File: config.mk
export PLATFORM = sky130hd
export DESIGN_NAME = vmbrew_seq_flat
export DESIGN_NICKNAME = d
export VERILOG_FILES = /design/src/rtl/vmbrew_if.sv /design/src/rtl/vmbrew_seq.sv /design/src/flat_wrapper.sv
export SDC_FILE = /design/constraint.sdc
export NUM_CORES = 1
export LEC_CHECK = 0
export CAP_MARGIN = 25
export CORE_UTILIZATION = 41
export CTS_CLUSTER_DIAMETER = 60
export DETAILED_ROUTE_END_ITERATION = 10
export HOLD_SLACK_MARGIN = 0.05
export PLACE_DENSITY = 0.63
export RECOVER_POWER = 50
export REMOVE_ABC_BUFFERS = 1
export SETUP_SLACK_MARGIN = 0.02
export SYNTH_ARGS = -nofsm -noshare
export SYNTH_HDL_FRONTEND = slang
export SYNTH_SLANG_ARGS = --single-unit
File: constraint.sdc
create_clock -name clk -period 2.2 [get_ports clk]
set_clock_uncertainty 0.05 [all_clocks]
set_input_delay 0.44 -clock clk [delete_from_list [all_inputs] [get_ports clk]]
set_output_delay 0.44 -clock clk [all_outputs]
set_load 0.02 [all_outputs]
File: src/rtl/vmbrew_if.sv
// Handshake and sensor bundle between the payment FSM / sensors and the brew sequencer.
// The payment side (master) drives the order and sensor levels; the sequencer (slave) drives the actuators and status.
interface vmbrew_if;
  logic       REQ;
  logic [4:0] WATER;
  logic       BEANS;
  logic       ACK;
  logic       GRIND;
  logic       HEAT;
  logic       PUMP;
  logic       BUSY;
  logic       DONE;
  logic       ABORT;
  logic       FAULT;
  logic [7:0] CUPS;

  modport master (
    output REQ, WATER, BEANS,
    input  ACK, GRIND, HEAT, PUMP, BUSY, DONE, ABORT, FAULT, CUPS
  );

  modport slave (
    input  REQ, WATER, BEANS,
    output ACK, GRIND, HEAT, PUMP, BUSY, DONE, ABORT, FAULT, CUPS
  );
endinterface

File: src/rtl/vmbrew_seq.sv
// Brew sequencer: accepts one paid order, runs timed grind/heat/pump phases,
// aborts on sensor loss and keeps a saturating cup count.
module vmbrew_seq #(
  parameter int GRIND_CYC = 4,
  parameter int HEAT_CYC  = 6,
  parameter int PUMP_CYC  = 5,
  parameter int WATER_MIN = 2
) (
  input  logic    clk,
  input  logic    rst,
  vmbrew_if.slave bus
);

  localparam logic [2:0] S_IDLE  = 3'd0;
  localparam logic [2:0] S_GRIND = 3'd1;
  localparam logic [2:0] S_HEAT  = 3'd2;
  localparam logic [2:0] S_PUMP  = 3'd3;
  localparam logic [2:0] S_FIN   = 3'd4;
  localparam logic [2:0] S_FLT   = 3'd5;

  localparam logic [7:0] GRIND_LOAD = 8'(GRIND_CYC - 1);
  localparam logic [7:0] HEAT_LOAD  = 8'(HEAT_CYC - 1);
  localparam logic [7:0] PUMP_LOAD  = 8'(PUMP_CYC - 1);

  logic [2:0] state_reg, state_next;
  logic [7:0] cnt_reg, cnt_next;
  logic [7:0] cups_reg;
  logic       ack_reg, grind_reg, heat_reg, pump_reg;
  logic       busy_reg, done_reg, abort_reg, fault_reg;
  logic       ok;
  logic       from_ready;

  assign ok = (bus.WATER >= 5'(WATER_MIN)) && bus.BEANS;

  // FIN already counts as back in IDLE for acceptance, so a held REQ
  // starts the next order straight after the DONE cycle.
  assign from_ready = (state_reg == S_IDLE) || (state_reg == S_FIN);

  always_comb begin
    state_next = state_reg;
    cnt_next   = cnt_reg;
    case (state_reg)
      S_IDLE, S_FIN: begin
        if (bus.REQ && ok) begin
          state_next = S_GRIND;
          cnt_next   = GRIND_LOAD;
        end else begin
          state_next = S_IDLE;
          cnt_next   = 8'd0;
        end
      end
      S_GRIND: begin
        if (!ok) begin
          state_next = S_FLT;
          cnt_next   = 8'd0;
        end else if (cnt_reg == 8'd0) begin
          state_next = S_HEAT;
          cnt_next   = HEAT_LOAD;
        end else begin
          cnt_next = cnt_reg - 8'd1;
        end
      end
      S_HEAT: begin
        if (!ok) begin
          state_next = S_FLT;
          cnt_next   = 8'd0;
        end else if (cnt_reg == 8'd0) begin
          state_next = S_PUMP;
          cnt_next   = PUMP_LOAD;
        end else begin
          cnt_next = cnt_reg - 8'd1;
        end
      end
      S_PUMP: begin
        // The final pump cycle completes the cup even if a sensor drops.
        if (cnt_reg == 8'd0) begin
          state_next = S_FIN;
        end else if (!ok) begin
          state_next = S_FLT;
          cnt_next   = 8'd0;
        end else begin
          cnt_next = cnt_reg - 8'd1;
        end
      end
      S_FLT: begin
        if (ok && !bus.REQ) state_next = S_IDLE;
      end
      default: begin
        state_next = S_IDLE;
        cnt_next   = 8'd0;
      end
    endcase
  end

  always_ff @(posedge clk or posedge rst) begin
    if (rst) begin
      state_reg <= S_IDLE;
      cnt_reg   <= 8'd0;
      cups_reg  <= 8'd0;
      ack_reg   <= 1'b0;
      grind_reg <= 1'b0;
      heat_reg  <= 1'b0;
      pump_reg  <= 1'b0;
      busy_reg  <= 1'b0;
      done_reg  <= 1'b0;
      abort_reg <= 1'b0;
      fault_reg <= 1'b0;
    end else begin
      state_reg <= state_next;
      cnt_reg   <= cnt_next;
      ack_reg   <= from_ready && (state_next == S_GRIND);
      grind_reg <= (state_next == S_GRIND);
      heat_reg  <= (state_next == S_HEAT);
      pump_reg  <= (state_next == S_PUMP);
      busy_reg  <= (state_next == S_GRIND) || (state_next == S_HEAT) ||
                   (state_next == S_PUMP)  || (state_next == S_FIN);
      done_reg  <= (state_next == S_FIN);
      abort_reg <= (state_next == S_FLT) && (state_reg != S_FLT);
      fault_reg <= (state_next == S_FLT) || ((state_next == S_IDLE) && !ok);
      if ((state_next == S_FIN) && (cups_reg != 8'hFF)) cups_reg <= cups_reg + 8'd1;
    end
  end

  assign bus.ACK   = ack_reg;
  assign bus.GRIND = grind_reg;
  assign bus.HEAT  = heat_reg;
  assign bus.PUMP  = pump_reg;
  assign bus.BUSY  = busy_reg;
  assign bus.DONE  = done_reg;
  assign bus.ABORT = abort_reg;
  assign bus.FAULT = fault_reg;
  assign bus.CUPS  = cups_reg;

endmodule

File: src/flat_wrapper.sv
// flat-port wrapper written by rule: the top's interface ports become plain ports
module vmbrew_seq_flat 
#(
  parameter int GRIND_CYC = 4,
  parameter int HEAT_CYC  = 6,
  parameter int PUMP_CYC  = 5,
  parameter int WATER_MIN = 2
)
  (clk, rst, bus_REQ, bus_WATER, bus_BEANS, bus_ACK, bus_GRIND, bus_HEAT, bus_PUMP, bus_BUSY, bus_DONE, bus_ABORT, bus_FAULT, bus_CUPS);
  vmbrew_if bus_i ();
  input  logic clk;
  input  logic rst;
  input wire logic [$bits(bus_i.REQ)-1:0] bus_REQ;
  input wire logic [$bits(bus_i.WATER)-1:0] bus_WATER;
  input wire logic [$bits(bus_i.BEANS)-1:0] bus_BEANS;
  output wire logic [$bits(bus_i.ACK)-1:0] bus_ACK;
  output wire logic [$bits(bus_i.GRIND)-1:0] bus_GRIND;
  output wire logic [$bits(bus_i.HEAT)-1:0] bus_HEAT;
  output wire logic [$bits(bus_i.PUMP)-1:0] bus_PUMP;
  output wire logic [$bits(bus_i.BUSY)-1:0] bus_BUSY;
  output wire logic [$bits(bus_i.DONE)-1:0] bus_DONE;
  output wire logic [$bits(bus_i.ABORT)-1:0] bus_ABORT;
  output wire logic [$bits(bus_i.FAULT)-1:0] bus_FAULT;
  output wire logic [$bits(bus_i.CUPS)-1:0] bus_CUPS;
  assign bus_i.REQ = bus_REQ;
  assign bus_i.WATER = bus_WATER;
  assign bus_i.BEANS = bus_BEANS;
  assign bus_ACK = bus_i.ACK;
  assign bus_GRIND = bus_i.GRIND;
  assign bus_HEAT = bus_i.HEAT;
  assign bus_PUMP = bus_i.PUMP;
  assign bus_BUSY = bus_i.BUSY;
  assign bus_DONE = bus_i.DONE;
  assign bus_ABORT = bus_i.ABORT;
  assign bus_FAULT = bus_i.FAULT;
  assign bus_CUPS = bus_i.CUPS;
  vmbrew_seq #(.GRIND_CYC(GRIND_CYC), .HEAT_CYC(HEAT_CYC), .PUMP_CYC(PUMP_CYC), .WATER_MIN(WATER_MIN)) u_core (.clk(clk), .rst(rst), .bus(bus_i));
endmodule
# Word level (Yosys, flattened, before mapping)
# Index checks and enable logic that the tools add are counted.
[classes]
add_sub_neg = 2
magnitude_cmp = 1
eq_ne = 13
n_mux = 17
bitwise_logic = 1
n_reduce_logical = 19
[ops]
columns = ["cell", "n"]
rows = [
  ["2-to-1 mux 8 bit", 6],
  ["case mux 8 bit (5 select lines)", 1],
  ["2-to-1 mux 3 bit", 7],
  ["case mux 3 bit (5 select lines)", 1],
  ["== test 3 x 2 -> 1 bit, second input constant", 4],
  ["== test 3 bit, second input constant", 4],
  ["adder 8 x 1 -> 8 bit, second input constant", 1],
  ["logical NOT 8 bit", 1],
  ["!= test 8 bit, second input constant", 1],
  ["subtractor 8 x 1 -> 8 bit, second input constant", 1],
  ["logical AND 1 bit", 7],
  ["== test 3 x 1 -> 1 bit, second input constant", 2],
  ["logical NOT 3 bit", 2],
  [">= comparator 5 x 2 -> 1 bit, second input constant", 1],
  ["logical OR 1 bit", 5],
  ["!= test 3 bit, second input constant", 1],
  ["logical NOT 1 bit", 2],
  ["2-to-1 mux 2 bit", 1],
  ["!= test 2 bit, second input constant", 1],
  ["AND reduction 2 bit", 1],
  ["OR reduction 2 bit", 1],
  ["2-to-1 mux 1 bit", 1],
  ["NOT 1 bit", 1],
]
[totals]
reg_bits = 27
inputBits = 9
out_inout_bits = 16
wordCells = 64

# Longest topological paths before layout
# Gate-level depths: netlist of the first run.
[logic_depth]
ltp_word = 9
ltp_mapped = 8
depth_no_buf = 7

# Least setup slack after synthesis of the first run
# No wires, ideal clock.
[synth_path]
path_type = "register to register"
start = "register u_core.cnt_reg[0]"
end = "register u_core.cups_reg[1], in the netlist u_core.bus.CUPS[1]"
setup_time_ns = 0.125
t_arrival_ns = 1.746
required_ns = 2.025
slack_ns = 0.279
path_stages_with_launch = 8
path_buffers = 1
synth_period_minus_slack_ns = 1.921
cell_sequence = "dfrtp_1 > inv_1 > ha_1 > nor4b_4 > and4_4 > and2_4 > buf_6 > mux2_2"
[synth_via]
elab_chain_len = 6
word_cells_on_any_way = 9
cone_classes = "eq/ne (1); mux (6); reduce/logical (2)"
[synth_lines]
columns = ["item", "line_no", "rtl"]
rows = [
  ["start, declared", "vmbrew_seq.sv:26", "logic [7:0] cnt_reg, cnt_next;"],
  ["start signal, assigned", "vmbrew_seq.sv:110", "cnt_reg <= cnt_next;"],
  ["logical NOT 8 bit *", "vmbrew_seq.sv:56, vmbrew_seq.sv:67, vmbrew_seq.sv:76", ""],
  ["2-to-1 mux 3 bit (on tied branches)", "vmbrew_seq.sv:67, vmbrew_seq.sv:56", ""],
  ["2-to-1 mux 3 bit (on tied branches)", "vmbrew_seq.sv:64, vmbrew_seq.sv:53", ""],
  ["case mux 3 bit (5 select lines) *", "vmbrew_seq.sv:42", "case (state_reg)"],
  ["== test 3 bit *", "vmbrew_seq.sv:120", "if ((state_next == S_FIN) && (cups_reg != 8'hFF)) cups_reg <= cups_reg + 8'd1;"],
  ["logical AND 1 bit *", "vmbrew_seq.sv:120", ""],
  ["end signal, assigned", "vmbrew_seq.sv:120", ""],
  ["end, declared", "vmbrew_seq.sv:27", "logic [7:0] cups_reg;"],
]
# Every way passes the cells marked *; elsewhere a longest branch is shown, timed or not.
# A chain may end at the register's enable or synchronous reset.

# Worst setup path in the final report of the first run
# Ends and elaborated chain as after synthesis.

==> results of run 1 <==
-- final cells by class --
cell class / instances / area share, %
clock buffers: 3 / 1.24
multi-input cells: 105 / 40.5
flip-flops and latches: 27 / 37.3
repair buffers: 33 / 16.6
clock inverters: 1 / 0.276
inverters: 4 / 0.829
well taps: 46 / 3.18
-- power breakdown --
group | internal [mW] | switching [mW] | leakage, nW | total [mW]
Combinational | 0.577 | 0.694 | 0.426 | 1.27
Clock | 0.0681 | 0.151 | 0.0177 | 0.219
Sequential | 0.624 | 0.0969 | 0.360 | 0.721
-- metrics by stage --
step | TNS, ns | hold slack, ns | area (µm²) | utilization, % | instances
finish | 0 | 0.454 | 1810 | 53.9 | 219
global route | 0 | 0.475 | 1810 | 53.9 | 219
CTS | 0 | 0.412 | 1810 | 53.7 | 219
detailed placement | -0.0845 | 0.436 | 1780 | 52.9 | 215
global placement | 0 | 0.431 | 1780 | 52.9 | 215
floorplan | 0 | 0.429 | 1420 | - | 136
-- what timing repair did --
item,in CTS,in global routing
setup endpoints to repair,0,7
resized for setup,0,3
hold buffers,0,0
-- kinds of logic (layout without fill, tap and decap cells) --
| family | after synthesis | in the layout | synth area share [%] |
|---|---|---|---|
| AO/OA/AOI/OAI | 35 | 35 | 17.2 |
| adder cells (fa/ha/maj) | 2 | 2 | 1.73 |
| AND/OR/NAND/NOR | 55 | 55 | 23.1 |
| multiplexers | 2 | 2 | 1.47 |
| XOR/XNOR | 11 | 11 | 6.66 |
| flip-flops | 27 | 27 | 46.7 |
| buffers and inverters | 9 | 41 | 3.20 |
-- critical path: cells and delay by family, from the launching register on --
| kind | cells | cell delay [ns] |
|---|---|---|
| AND/OR/NAND/NOR | 3 | 0.82 |
| buffers and inverters | 1 | 0.12 |
| flip-flops | 1 | 0.42 |
| adder cells (fa/ha/maj) | 1 | 0.24 |
| multiplexers | 1 | 0.33 |
-- worst min-delay path by stage --
stage / slack, ns / start / end / cells after the start
2_1_floorplan: 0.43 / u_core.cnt_reg[1] / u_core.cnt_reg[1] / 2
3_3_place_gp: 0.43 / u_core.bus.CUPS[6] / u_core.bus.CUPS[6] / 1
3_5_place_dp: 0.44 / u_core.bus.CUPS[7] / u_core.bus.CUPS[7] / 1
4_1_cts: 0.41 / rst / u_core.bus.BUSY / 3
5_1_grt: 0.48 / u_core.bus.CUPS[6] / u_core.bus.CUPS[6] / 1
6_report: 0.45 / u_core.bus.CUPS[6] / u_core.bus.CUPS[6] / 1
-- metal layers --
| metal | global-route usage, % | up-vias | share of wire, % |
|---|---|---|---|
| met5 | 0 | - | 0 |
| met4 | 6.67 | 0 | 0.76 |
| met3 | 3.15 | 2 | 3.2 |
| met2 | 29.3 | 28 | 50 |
| met1 | 24.9 | 586 | 46 |
| li1 | - | 574 | - |
-- placed cells by master (no fill, tap or decap), drive strengths merged, types with 2 or more instances in the layout --
| cell | n |
|---|---|
| a21oi | 13 |
| a22oi | 2 |
| and2 | 2 |
| and3 | 6 |
| buf | 9 |
| clkbuf | 4 |
| clkdlybuf4s50 | 17 |
| dfrtp | 27 |
| dlygate4sd3 | 6 |
| ha | 2 |
| inv | 4 |
| nand2 | 10 |
| nand2b | 5 |
| nand3 | 4 |
| nand4 | 3 |
| nor2 | 11 |
| nor2b | 2 |
| nor3 | 2 |
| nor4 | 2 |
| o21ai | 5 |
| o22ai | 2 |
| o31ai | 2 |
| o41ai | 2 |
| or3 | 2 |
| xnor2 | 9 |
| xor2 | 2 |
==> results.cfg, run 1 <==
[layout]
syn2layout_area_growth_pct = 25.2
seq_area_um2 = 676
final_layout_size_suffix_gt1_share_pct = 16.2
n_fill_cell = 316
antenna_cells = 0
multi_input_area_um2 = 734
finalNetCount = 185

[setup_path]
rrSetupSlack_ns = 0.13
worstSetupEndpointType = flip-flop
cp-start-kind = flip-flop
max_stage_delay_ns = 0.42
cp.required_ns = 2.38
regToRegEndpoint = u_core.bus.CUPS[1]
crit_chain = inv_1 > ha_2 > nor4b_4 > and4_4 > and2_4 > mux2_2
cp.arrival_ns = 2.25
worstSetupPathType = flip-flop to flip-flop
rr_startpoint = u_core.cnt_reg[0]
cp-endpoint = u_core.bus.CUPS[1]
crit_slowest_cell = dfrtp_1
crit_start = u_core.cnt_reg[0]
ff2ff_path_depth = 6
crit_fanout = 8

[pwr]
peakVddDrop_uv = 581
p_leak_nw = 0.804
total_power_mw = 2.21
power_density_nw_per_um2 = 1220

[synth]
synth_seq_cells = 27
synth_top_area_share_pct = 46.7
synth.yosys.warnings = 0
synth_cells = 141
synth-seq-area-share_pct = 46.7
syn_area_per_cell_um2 = 10.3
yosysMostFrequentCell = dfrtp_1
synth_area_um2 = 1450
synth_cell_types = 49
synth_edf_count = 0
ys_top_cells_by_area = dfrtp_1 47%, xnor2_1 5.4%, a21oi_1 4.5%
synth_ff_type = dfrtp_1
synthArstFlopShare_pct = 100
synth_top_area_cell = dfrtp_1
synth_common_cells = 27 x dfrtp_1, 13 x a21oi_1, 10 x nand2_1, 10 x nor2_1, 9 x xnor2_1

[outcome]
status = finished clean

[floorplan]
num_io_pins = 25
die_h_um = 61.4
die_area_um2 = 3770
fp-row-count = 21
die_x_um = 61.4
core_area_um2 = 3360
start_util_pct = 43.0

[detailed_routing]
wl_um = 3020
first_pass_iters = 4
drc_errors = 0
num_vias = 1190
drt-vias-per-instance = 5.43
drtIter0Drc = 68
wire_per_inst_um = 13.8
ant_nets = 0

[placed_design]
place.gp.congestion = 0.842
dp_hpwl_um = 2250
port_buffers = 23
pre_cts_ws_ns = -0.0334

[sta]
finalMaxSlewViolations = 0
setup_viol = 0
worst_pin_slew_ns = 1.42
min_period_over_period_pct = 94.3
period_minus_slack_ns = 2.07
grt_setup_unrepaired = no
fin_ws_ns = 0.125
maxSlewHeadroom_pct = 5.51
fmax_mhz = 482
finalHoldViolCount = 0

[min_path]
min_path_type = flip-flop to flip-flop

[cts]
clockBufferDepth = 2
numCtsBuffers = 3
cts_root_buffer = clkbuf_4
cts_tree = built
clk_latency_ns = 0.32
cts.sinks = 27
clkTransAtPathRegs_ns = 0.15
postCtsSetupRepairBufs = 0
cts.htree.levels = 1

[grt]
antenna_found_initial = 0
grt_max_degree = 28
grt_usage_pct = 18.3
grt_pass1_wl_um = 5090
grt_pass1_vias = 1153
overflow = 0

[flow_run]
drv_cap = 0
(Power assumes the default switching activity.)
==> inputs of run 2 (changes only) <==
--- a/config.mk
+++ b/config.mk
@@ -14,6 +14,7 @@
 export RECOVER_POWER = 50
 export REMOVE_ABC_BUFFERS = 1
 export SETUP_SLACK_MARGIN = 0.02
+export SKIP_LAST_GASP = 1
 export SYNTH_ARGS = -nofsm -noshare
 export SYNTH_HDL_FRONTEND = slang
 export SYNTH_SLANG_ARGS = --single-unit
==> results of run 2 <==
Final layout, timing and power as in run 1 (identical DEF).
